### src/rtl/plpbot_uart_pkg.sv
// Shared definitions for the UART-driven bus master: protocol byte codes
// and the state encodings of the packet parser and the serial receiver.
package plpbot_uart_pkg;

  localparam logic [7:0] CMD_WRITE = 8'h57;  // 'W'
  localparam logic [7:0] CMD_READ  = 8'h52;  // 'R'
  localparam logic [7:0] RSP_ACK   = 8'h06;
  localparam logic [7:0] RSP_NAK   = 8'h15;

  typedef enum logic [2:0] {
    ST_IDLE,
    ST_ADDR,
    ST_DATA,
    ST_BUS,
    ST_RESP
  } parser_state_t;

  typedef enum logic [1:0] {
    R_IDLE,
    R_START,
    R_DATA,
    R_STOP
  } rx_state_t;

endpackage

### src/rtl/plpbot_uart_rx.sv
// 8N1 serial receiver with 16x oversampling. Emits a one-cycle strobe with
// the received byte, or a one-cycle framing-error strobe when the stop bit
// samples low.
//
// state   | meaning
// R_IDLE  | line idle, waiting for a synchronized falling edge
// R_START | counting to mid-start, re-checking the line is still low
// R_DATA  | sampling 8 data bits LSB first, one per 16 ticks
// R_STOP  | sampling the stop bit, then strobe byte or framing error
module plpbot_uart_rx
  import plpbot_uart_pkg::*;
#(
  parameter int CLK_HZ = 25000000,
  parameter int BAUD   = 9600
) (
  input  logic       clk,
  input  logic       rst,
  input  logic       rxd,
  output logic       rx_valid,
  output logic       rx_ferr,
  output logic [7:0] rx_data
);

  localparam int DIV16 = CLK_HZ / (16 * BAUD);
  localparam int PW    = (DIV16 > 1) ? $clog2(DIV16) : 1;

  logic          rx_s1, rx_s2, rx_d;
  logic [PW-1:0] pre_cnt;
  logic          tick;
  logic [3:0]    tick_cnt;
  logic [2:0]    bit_idx;
  logic [7:0]    shreg;
  rx_state_t     state;

  assign tick = (pre_cnt == PW'(DIV16 - 1));

  // Two-flop synchronizer plus one delay stage for falling-edge detection.
  always_ff @(posedge clk) begin
    if (rst) begin
      rx_s1 <= 1'b1;
      rx_s2 <= 1'b1;
      rx_d  <= 1'b1;
    end else begin
      rx_s1 <= rxd;
      rx_s2 <= rx_s1;
      rx_d  <= rx_s2;
    end
  end

  // Oversampling prescaler and frame FSM; prescaler restarts at each start edge.
  always_ff @(posedge clk) begin
    if (rst) begin
      state    <= R_IDLE;
      pre_cnt  <= '0;
      tick_cnt <= '0;
      bit_idx  <= '0;
      shreg    <= '0;
      rx_valid <= 1'b0;
      rx_ferr  <= 1'b0;
      rx_data  <= '0;
    end else begin
      rx_valid <= 1'b0;
      rx_ferr  <= 1'b0;
      if (state == R_IDLE || tick) pre_cnt <= '0;
      else                         pre_cnt <= pre_cnt + 1'b1;
      case (state)
        R_IDLE: begin
          if (rx_d && !rx_s2) begin
            state    <= R_START;
            tick_cnt <= '0;
          end
        end
        R_START: begin
          if (tick) begin
            if (tick_cnt == 4'd7) begin
              tick_cnt <= '0;
              bit_idx  <= '0;
              state    <= rx_s2 ? R_IDLE : R_DATA;
            end else begin
              tick_cnt <= tick_cnt + 1'b1;
            end
          end
        end
        R_DATA: begin
          if (tick) begin
            tick_cnt <= tick_cnt + 1'b1;
            if (tick_cnt == 4'd15) begin
              shreg   <= {rx_s2, shreg[7:1]};
              bit_idx <= bit_idx + 1'b1;
              if (bit_idx == 3'd7) state <= R_STOP;
            end
          end
        end
        R_STOP: begin
          if (tick) begin
            tick_cnt <= tick_cnt + 1'b1;
            if (tick_cnt == 4'd15) begin
              state <= R_IDLE;
              if (rx_s2) begin
                rx_valid <= 1'b1;
                rx_data  <= shreg;
              end else begin
                rx_ferr <= 1'b1;
              end
            end
          end
        end
        default: state <= R_IDLE;
      endcase
    end
  end

endmodule

### src/rtl/plpbot_uart_bus_master.sv
// UART host bridge: parses 'W' addr[4] data[4] and 'R' addr[4] packets,
// performs one single-cycle bus access, and answers with ACK, the four read
// bytes, or NAK for an unknown command byte. Half-duplex: bytes arriving
// while an access or response is in progress are ignored.
// Optional build macro PLPBOT_UART_BUS_MASTER_TIMEOUT_EN adds an inter-byte
// timeout that abandons a partial packet in ADDR/DATA.
//
// state   | meaning
// ST_IDLE | waiting for a command byte
// ST_ADDR | collecting 4 address bytes, big-endian
// ST_DATA | collecting 4 write-data bytes, big-endian
// ST_BUS  | the single de=1 cycle; read data captured at its end
// ST_RESP | transmitting ACK / read bytes / NAK, then back to idle
module plpbot_uart_bus_master
  import plpbot_uart_pkg::*;
#(
  parameter int CLK_HZ       = 25000000,
  parameter int BAUD         = 9600,
  parameter int TIMEOUT_BITS = 40
) (
  input  logic        clk,
  input  logic        rst,
  input  logic        rxd,
  output logic        txd,
  output logic        de,
  output logic        drw,
  output logic [31:0] daddr,
  output logic [31:0] dout,
  input  logic [31:0] din,
  output logic        busy
);

  localparam int BIT_DIV = CLK_HZ / BAUD;
  localparam int BW      = (BIT_DIV > 1) ? $clog2(BIT_DIV) : 1;

  logic          rx_valid, rx_ferr;
  logic [7:0]    rx_data;
  parser_state_t state;
  logic          cmd_w;
  logic [1:0]    byte_cnt;
  logic [31:0]   addr_reg, data_reg, resp_buf;
  logic [2:0]    resp_left;
  logic          tx_active;
  logic [8:0]    tx_shift;
  logic [3:0]    tx_bits;
  logic [BW-1:0] tx_baud;
  logic          frame_done, tx_load;

`ifdef PLPBOT_UART_BUS_MASTER_TIMEOUT_EN
  localparam int TO_CYC = TIMEOUT_BITS * BIT_DIV;
  logic [31:0] to_cnt;
`endif

  plpbot_uart_rx #(.CLK_HZ(CLK_HZ), .BAUD(BAUD)) u_rx (
    .clk      (clk),
    .rst      (rst),
    .rxd      (rxd),
    .rx_valid (rx_valid),
    .rx_ferr  (rx_ferr),
    .rx_data  (rx_data)
  );

  assign daddr = addr_reg;
  assign dout  = data_reg;
  assign busy  = (state != ST_IDLE);

  // Stop bit of the current frame is ending; the next byte, if any, starts
  // on the same edge so frames go out back-to-back.
  assign frame_done = tx_active && (tx_baud == BW'(BIT_DIV - 1)) && (tx_bits == 4'd0);
  assign tx_load    = (state == ST_RESP) && (resp_left != 3'd0) && (!tx_active || frame_done);

  // Packet parser, bus strobe and serial transmitter.
  always_ff @(posedge clk) begin
    if (rst) begin
      state     <= ST_IDLE;
      cmd_w     <= 1'b0;
      byte_cnt  <= '0;
      addr_reg  <= '0;
      data_reg  <= '0;
      resp_buf  <= '0;
      resp_left <= '0;
      de        <= 1'b0;
      drw       <= 1'b0;
      txd       <= 1'b1;
      tx_active <= 1'b0;
      tx_shift  <= '0;
      tx_bits   <= '0;
      tx_baud   <= '0;
`ifdef PLPBOT_UART_BUS_MASTER_TIMEOUT_EN
      to_cnt    <= '0;
`endif
    end else begin
      de <= 1'b0;

      if (tx_load) begin
        txd       <= 1'b0;
        tx_shift  <= {1'b1, resp_buf[31:24]};
        tx_bits   <= 4'd9;
        tx_baud   <= '0;
        tx_active <= 1'b1;
        resp_buf  <= {resp_buf[23:0], 8'h00};
        resp_left <= resp_left - 1'b1;
      end else if (tx_active) begin
        if (tx_baud == BW'(BIT_DIV - 1)) begin
          tx_baud <= '0;
          if (tx_bits == 4'd0) begin
            tx_active <= 1'b0;
            txd       <= 1'b1;
          end else begin
            txd      <= tx_shift[0];
            tx_shift <= {1'b0, tx_shift[8:1]};
            tx_bits  <= tx_bits - 1'b1;
          end
        end else begin
          tx_baud <= tx_baud + 1'b1;
        end
      end

      case (state)
        ST_IDLE: begin
          if (rx_valid) begin
            if (rx_data == CMD_WRITE || rx_data == CMD_READ) begin
              cmd_w    <= (rx_data == CMD_WRITE);
              byte_cnt <= '0;
              state    <= ST_ADDR;
            end else begin
              resp_buf  <= {RSP_NAK, 24'h0};
              resp_left <= 3'd1;
              state     <= ST_RESP;
            end
          end
        end
        ST_ADDR: begin
          if (rx_ferr) begin
            state <= ST_IDLE;
          end else if (rx_valid) begin
            addr_reg <= {addr_reg[23:0], rx_data};
            byte_cnt <= byte_cnt + 1'b1;
            if (byte_cnt == 2'd3) begin
              if (cmd_w) begin
                state <= ST_DATA;
              end else begin
                state <= ST_BUS;
                de    <= 1'b1;
                drw   <= 1'b0;
              end
            end
          end
        end
        ST_DATA: begin
          if (rx_ferr) begin
            state <= ST_IDLE;
          end else if (rx_valid) begin
            data_reg <= {data_reg[23:0], rx_data};
            byte_cnt <= byte_cnt + 1'b1;
            if (byte_cnt == 2'd3) begin
              state <= ST_BUS;
              de    <= 1'b1;
              drw   <= 1'b1;
            end
          end
        end
        ST_BUS: begin
          if (cmd_w) begin
            resp_buf  <= {RSP_ACK, 24'h0};
            resp_left <= 3'd1;
          end else begin
            resp_buf  <= din;
            resp_left <= 3'd4;
          end
          state <= ST_RESP;
        end
        ST_RESP: begin
          if (frame_done && resp_left == 3'd0) state <= ST_IDLE;
        end
        default: state <= ST_IDLE;
      endcase

`ifdef PLPBOT_UART_BUS_MASTER_TIMEOUT_EN
      // Bit-period silence measured from the previous completed byte.
      if ((state == ST_ADDR || state == ST_DATA) && !rx_valid) begin
        if (to_cnt == 32'(TO_CYC - 1)) begin
          to_cnt <= '0;
          state  <= ST_IDLE;
        end else begin
          to_cnt <= to_cnt + 1'b1;
        end
      end else begin
        to_cnt <= '0;
      end
`endif
    end
  end

endmodule

### config.mk
export PLATFORM = sky130hd
export DESIGN_NAME = plpbot_uart_bus_master
export DESIGN_NICKNAME = d
export VERILOG_FILES = /design/src/rtl/plpbot_uart_pkg.sv /design/src/rtl/plpbot_uart_rx.sv /design/src/rtl/plpbot_uart_bus_master.sv
export SDC_FILE = /design/constraint.sdc
export NUM_CORES = 1
export LEC_CHECK = 0
export BUFFER_PORTS_ARGS = -buffer_cell sky130_fd_sc_hd__buf_2
export CORE_AREA = 10 10 155 157
export DETAILED_ROUTE_END_ITERATION = 7
export DIE_AREA = 0 0 165 167
export GPL_ROUTABILITY_DRIVEN = 0
export PLACE_DENSITY_LB_ADDON = 0.3
export RECOVER_POWER = 25
export SKIP_LAST_GASP = 1
export SYNTH_ARGS = -nofsm -noshare
export SYNTH_HDL_FRONTEND = slang
export SYNTH_HIERARCHICAL = 1
export SYNTH_SLANG_ARGS = --single-unit
### constraint.sdc
create_clock -name clk -period 2.9 [get_ports clk]
set_clock_uncertainty 0.05 [all_clocks]
set_input_delay 0.29 -clock clk [delete_from_list [all_inputs] [get_ports clk]]
set_output_delay 0.29 -clock clk [all_outputs]
set_load 0.1 [all_outputs]
==> impl_metrics.env <==
export IMPL_status="finished clean"
export IMPL_worst_path_buf_inv=2
export IMPL_combPwrFrac_pct=1.9
export IMPL_htree_num_levels=4
export IMPL_holdPathEnd="resp_buf[15]"
export IMPL_cpPeakStageDelay_ns=0.43
export IMPL_final_common_cell="nand2_1"
export IMPL_syn_num_nets=865
export IMPL_rsz0062_at_grt="no"
export IMPL_yosysSeqAreaShare_pct=47.58
export IMPL_antenna_found_initial=0
export IMPL_ioPinCount=103
export IMPL_p_total_mw=4.611
export IMPL_whs_ns=0.02315
export IMPL_drv_slew=0
export IMPL_p_leak_nw=2.954
export IMPL_vdd_drop_max_v=0.0003254
export IMPL_first_pass_iters=4
export IMPL_grt_pass1_vias=5748
export IMPL_path_cells="inv_1 -> ha_1 -> nor3b_1 -> nand4_4 -> a21oi_4 -> buf_4 -> mux2i_1 -> o21ai_2"
export IMPL_grt_pass1_wl_um=29610
export IMPL_worstMarginPinSlew_ns=1.271
export IMPL_synth_edff_count=0
export IMPL_fin_cells=1201
export IMPL_vias=5900
export IMPL_numCtsBuffers=17
export IMPL_rows=53
export IMPL_wl_per_cell_um=14.84
export IMPL_p_per_area_nw_per_um2=538.4
export IMPL_crit_family="simple AND/OR/NAND/NOR gates"
export IMPL_clkLatencyLatePin_ns=0.43
export IMPL_swShare_pct=22.22
export IMPL_nFillCells=2143
export IMPL_setup_violations=0
export IMPL_synth_distinct_cells=77
export IMPL_yosys_warnings=6
export IMPL_hold_violations=0
export IMPL_clkTransAtPathRegs_ns=0.07
export IMPL_dp_slack_ns=0.5608
export IMPL_port_buffer_count=102
export IMPL_core_um2=20820
export IMPL_cp_max_fo=10
export IMPL_reg2reg_slack_ns=0.56
export IMPL_post_cts_buffers=0
export IMPL_finalWorstSetupSlack_ns=0.5550
export IMPL_routed_wl_um=17820
export IMPL_crit_path_top_delay_cell="nor3b_1"
export IMPL_die_area_um2=27560
export IMPL_power_switching_mw=1.024
export IMPL_place_hpwl_um=12400
export IMPL_max_slew_margin_pct=15.62
export IMPL_grt_overflow=0
export IMPL_antenna_cells=0
export IMPL_cts_sinks=172
export IMPL_clkPwrFrac_pct=46.8
export IMPL_crit_path_end_kind="register"
export IMPL_drt_iter0_markers=345
export IMPL_dp_cells=1160
export IMPL_reg2reg_to="resp_buf[30]"
export IMPL_finalCoreUtilization_pct=41.12
export IMPL_synthFlopType="dfxtp_1"
export IMPL_reg2reg_depth=8
export IMPL_dieWidth_um=165
export IMPL_p_seq_share_pct=51.3
export IMPL_cts_tree="done"
export IMPL_syn_avg_cell_area_um2=8.826
export IMPL_drcViolationCount=0
export IMPL_dpl_cell_area_um2=7989
export IMPL_maxCapViolations=0
export IMPL_hold_depth=3
export IMPL_final_layout_size_suffix_gt1_share_pct=13.61
export IMPL_finalNetCount=959
export IMPL_die_h_um=167
export IMPL_worstPathRequired_ns=3.17
export IMPL_cp_start_kind="register"
export IMPL_critPathKind="reg2reg"
export IMPL_grtUsageTotal_pct=13.05
export IMPL_max_freq_ghz=0.4264
export IMPL_cts_hold_repair_buffers=10
export IMPL_hold_path_class="in2reg"
export IMPL_r2r_start="tx_bits[0]"
export IMPL_grt_max_degree=41
export IMPL_synth_async_reset_ratio_pct=0
export IMPL_synth_cells=820
export IMPL_arrival_ns=2.61
export IMPL_vias_per_cell=4.913
export IMPL_period_needed_ns=2.345
export IMPL_area_delta_synth_final_pct=18.33
export IMPL_cts_root_buffer="clkbuf_16"
export IMPL_fin_setup_tns_ns=0
export IMPL_ant_nets=0
export IMPL_cts_resized=0
export IMPL_finalInstanceArea_um2=8563
export IMPL_start_util_pct=34.76
export IMPL_ys_ff_latch=172
export IMPL_synth_area_um2=7237
export IMPL_final_cell_mix="178 x nand2_1, 172 x dfxtp_1, 82 x a21oi_1"
export IMPL_final_period_utilization_pct=80.86
export IMPL_hold_path_startpoint="din[15]"
export IMPL_intPower_mw=3.587
export IMPL_clk_path_buf_depth=2
-- worst max-delay path by stage --
stage                     cells after the start           end  slack [ns]        from
after floorplan                               8  resp_buf[25]        0.89  tx_bits[0]
after global placement                        8  resp_buf[30]        0.61  tx_bits[0]
after detailed placement                      8  resp_buf[30]        0.56  tx_bits[0]
after CTS                                     8  resp_buf[30]        0.55  tx_bits[0]
after global routing                          8  resp_buf[30]        0.38  tx_bits[0]
final                                         8  resp_buf[30]        0.56  tx_bits[0]
-- cell families after synthesis --
kind of cell    count (synthesis)  synth area share, %
flops                         172                47.58
compound gates                172                15.44
simple gates                  337                22.63
buf+inv                        68                4.478
fa+ha+maj                      10                1.729
xor+xnor                       18                2.178
mux                            43                5.965
-- worst min-delay path, stage by stage --
cell	delay [ns]
buf_2	0.07
nand2_1	0.05
o21ai_1	0.06
-- synth_stat cells (2+ instances only) --
cell type    n  area, um2
a211oi_1     4      30.03
a21oi_1     82      410.4
a22oi_1      7      52.55
a311o_1      2      20.02
a311oi_1     2      17.52
a31oi_1      3      18.77
a32o_1       8      80.08
and2_1       2      12.51
and3_1      16      100.1
buf_2       12      60.06
buf_4        2      15.01
buf_6        4      45.04
clkbuf_1    35      131.4
dfxtp_1    172       3443
ha_1        10      125.1
inv_1       14      52.55
mux2i_1     42      420.4
nand2_1    178      668.1
nand2b_1     9      56.30
nand3_1     12      60.06
nand3b_1     2      15.01
nand4_1      9      56.30
nand4b_1     2      17.52
nor2_1      51      191.4
nor2b_1      3      18.77
nor3_1      12      60.06
nor3_2       3      30.03
nor3b_1      3      22.52
nor4_1       4      25.02
nor4b_4      2      47.55
o21a_1       3      22.52
o21ai_0     15      75.07
o21ai_1     21      105.1
o21ai_2      2      17.52
or2_2        4      25.02
or3_1       10      62.56
or3b_2       2      17.52
xnor2_1      5      43.79
xor2_1      13      113.9
-- power by group through the flow --
stage | logic [mW] | registers [mW] | clock network (mW)
final | 0.0899 | 2.37 | 2.16
after global routing | 0.0994 | 2.36 | 2.32
after CTS | 0.0923 | 2.36 | 2.23
after detailed placement | 0.0819 | 2.42 | 0
after global placement | 0.0818 | 2.42 | 0
after floorplan | 0.0410 | 2.42 | 0
-- sequential cells by signal, indices dropped and copies added, names as in the netlist, 2 cells and up, named ones only --
| register | cells |
|---|---|
| daddr | 32 |
| dout | 32 |
| resp_buf | 32 |
| tx_baud | 12 |
| tx_shift | 9 |
| u_rx/pre_cnt | 8 |
| u_rx/rx_data | 8 |
| u_rx/shreg | 8 |
| tx_bits | 4 |
| u_rx/tick_cnt | 4 |
| resp_left | 3 |
| state | 3 |
| u_rx/bit_idx | 3 |
| byte_cnt | 2 |
-- area by class of cell --
type / count / area, um2 / area share, %
Clock buffer: 19 / 432.9 / 5.056
Clock inverter: 12 / 116.4 / 1.359
Inverter: 14 / 52.55 / 0.6137
Multi-Input combinational cell: 580 / 3496 / 40.82
Sequential cell: 172 / 3443 / 40.21
Tap cell: 275 / 344.1 / 4.018
Timing Repair Buffer: 129 / 678.2 / 7.919
-- layer usage --
layer | part of all wire (%) | global-route usage, %
met1 | 46 | 16.06
met2 | 48 | 20.82
met3 | 5.2 | 3.994
met4 | 1.4 | 4.854
met5 | 0 | 0
Power figures use the tool's default switching activity.
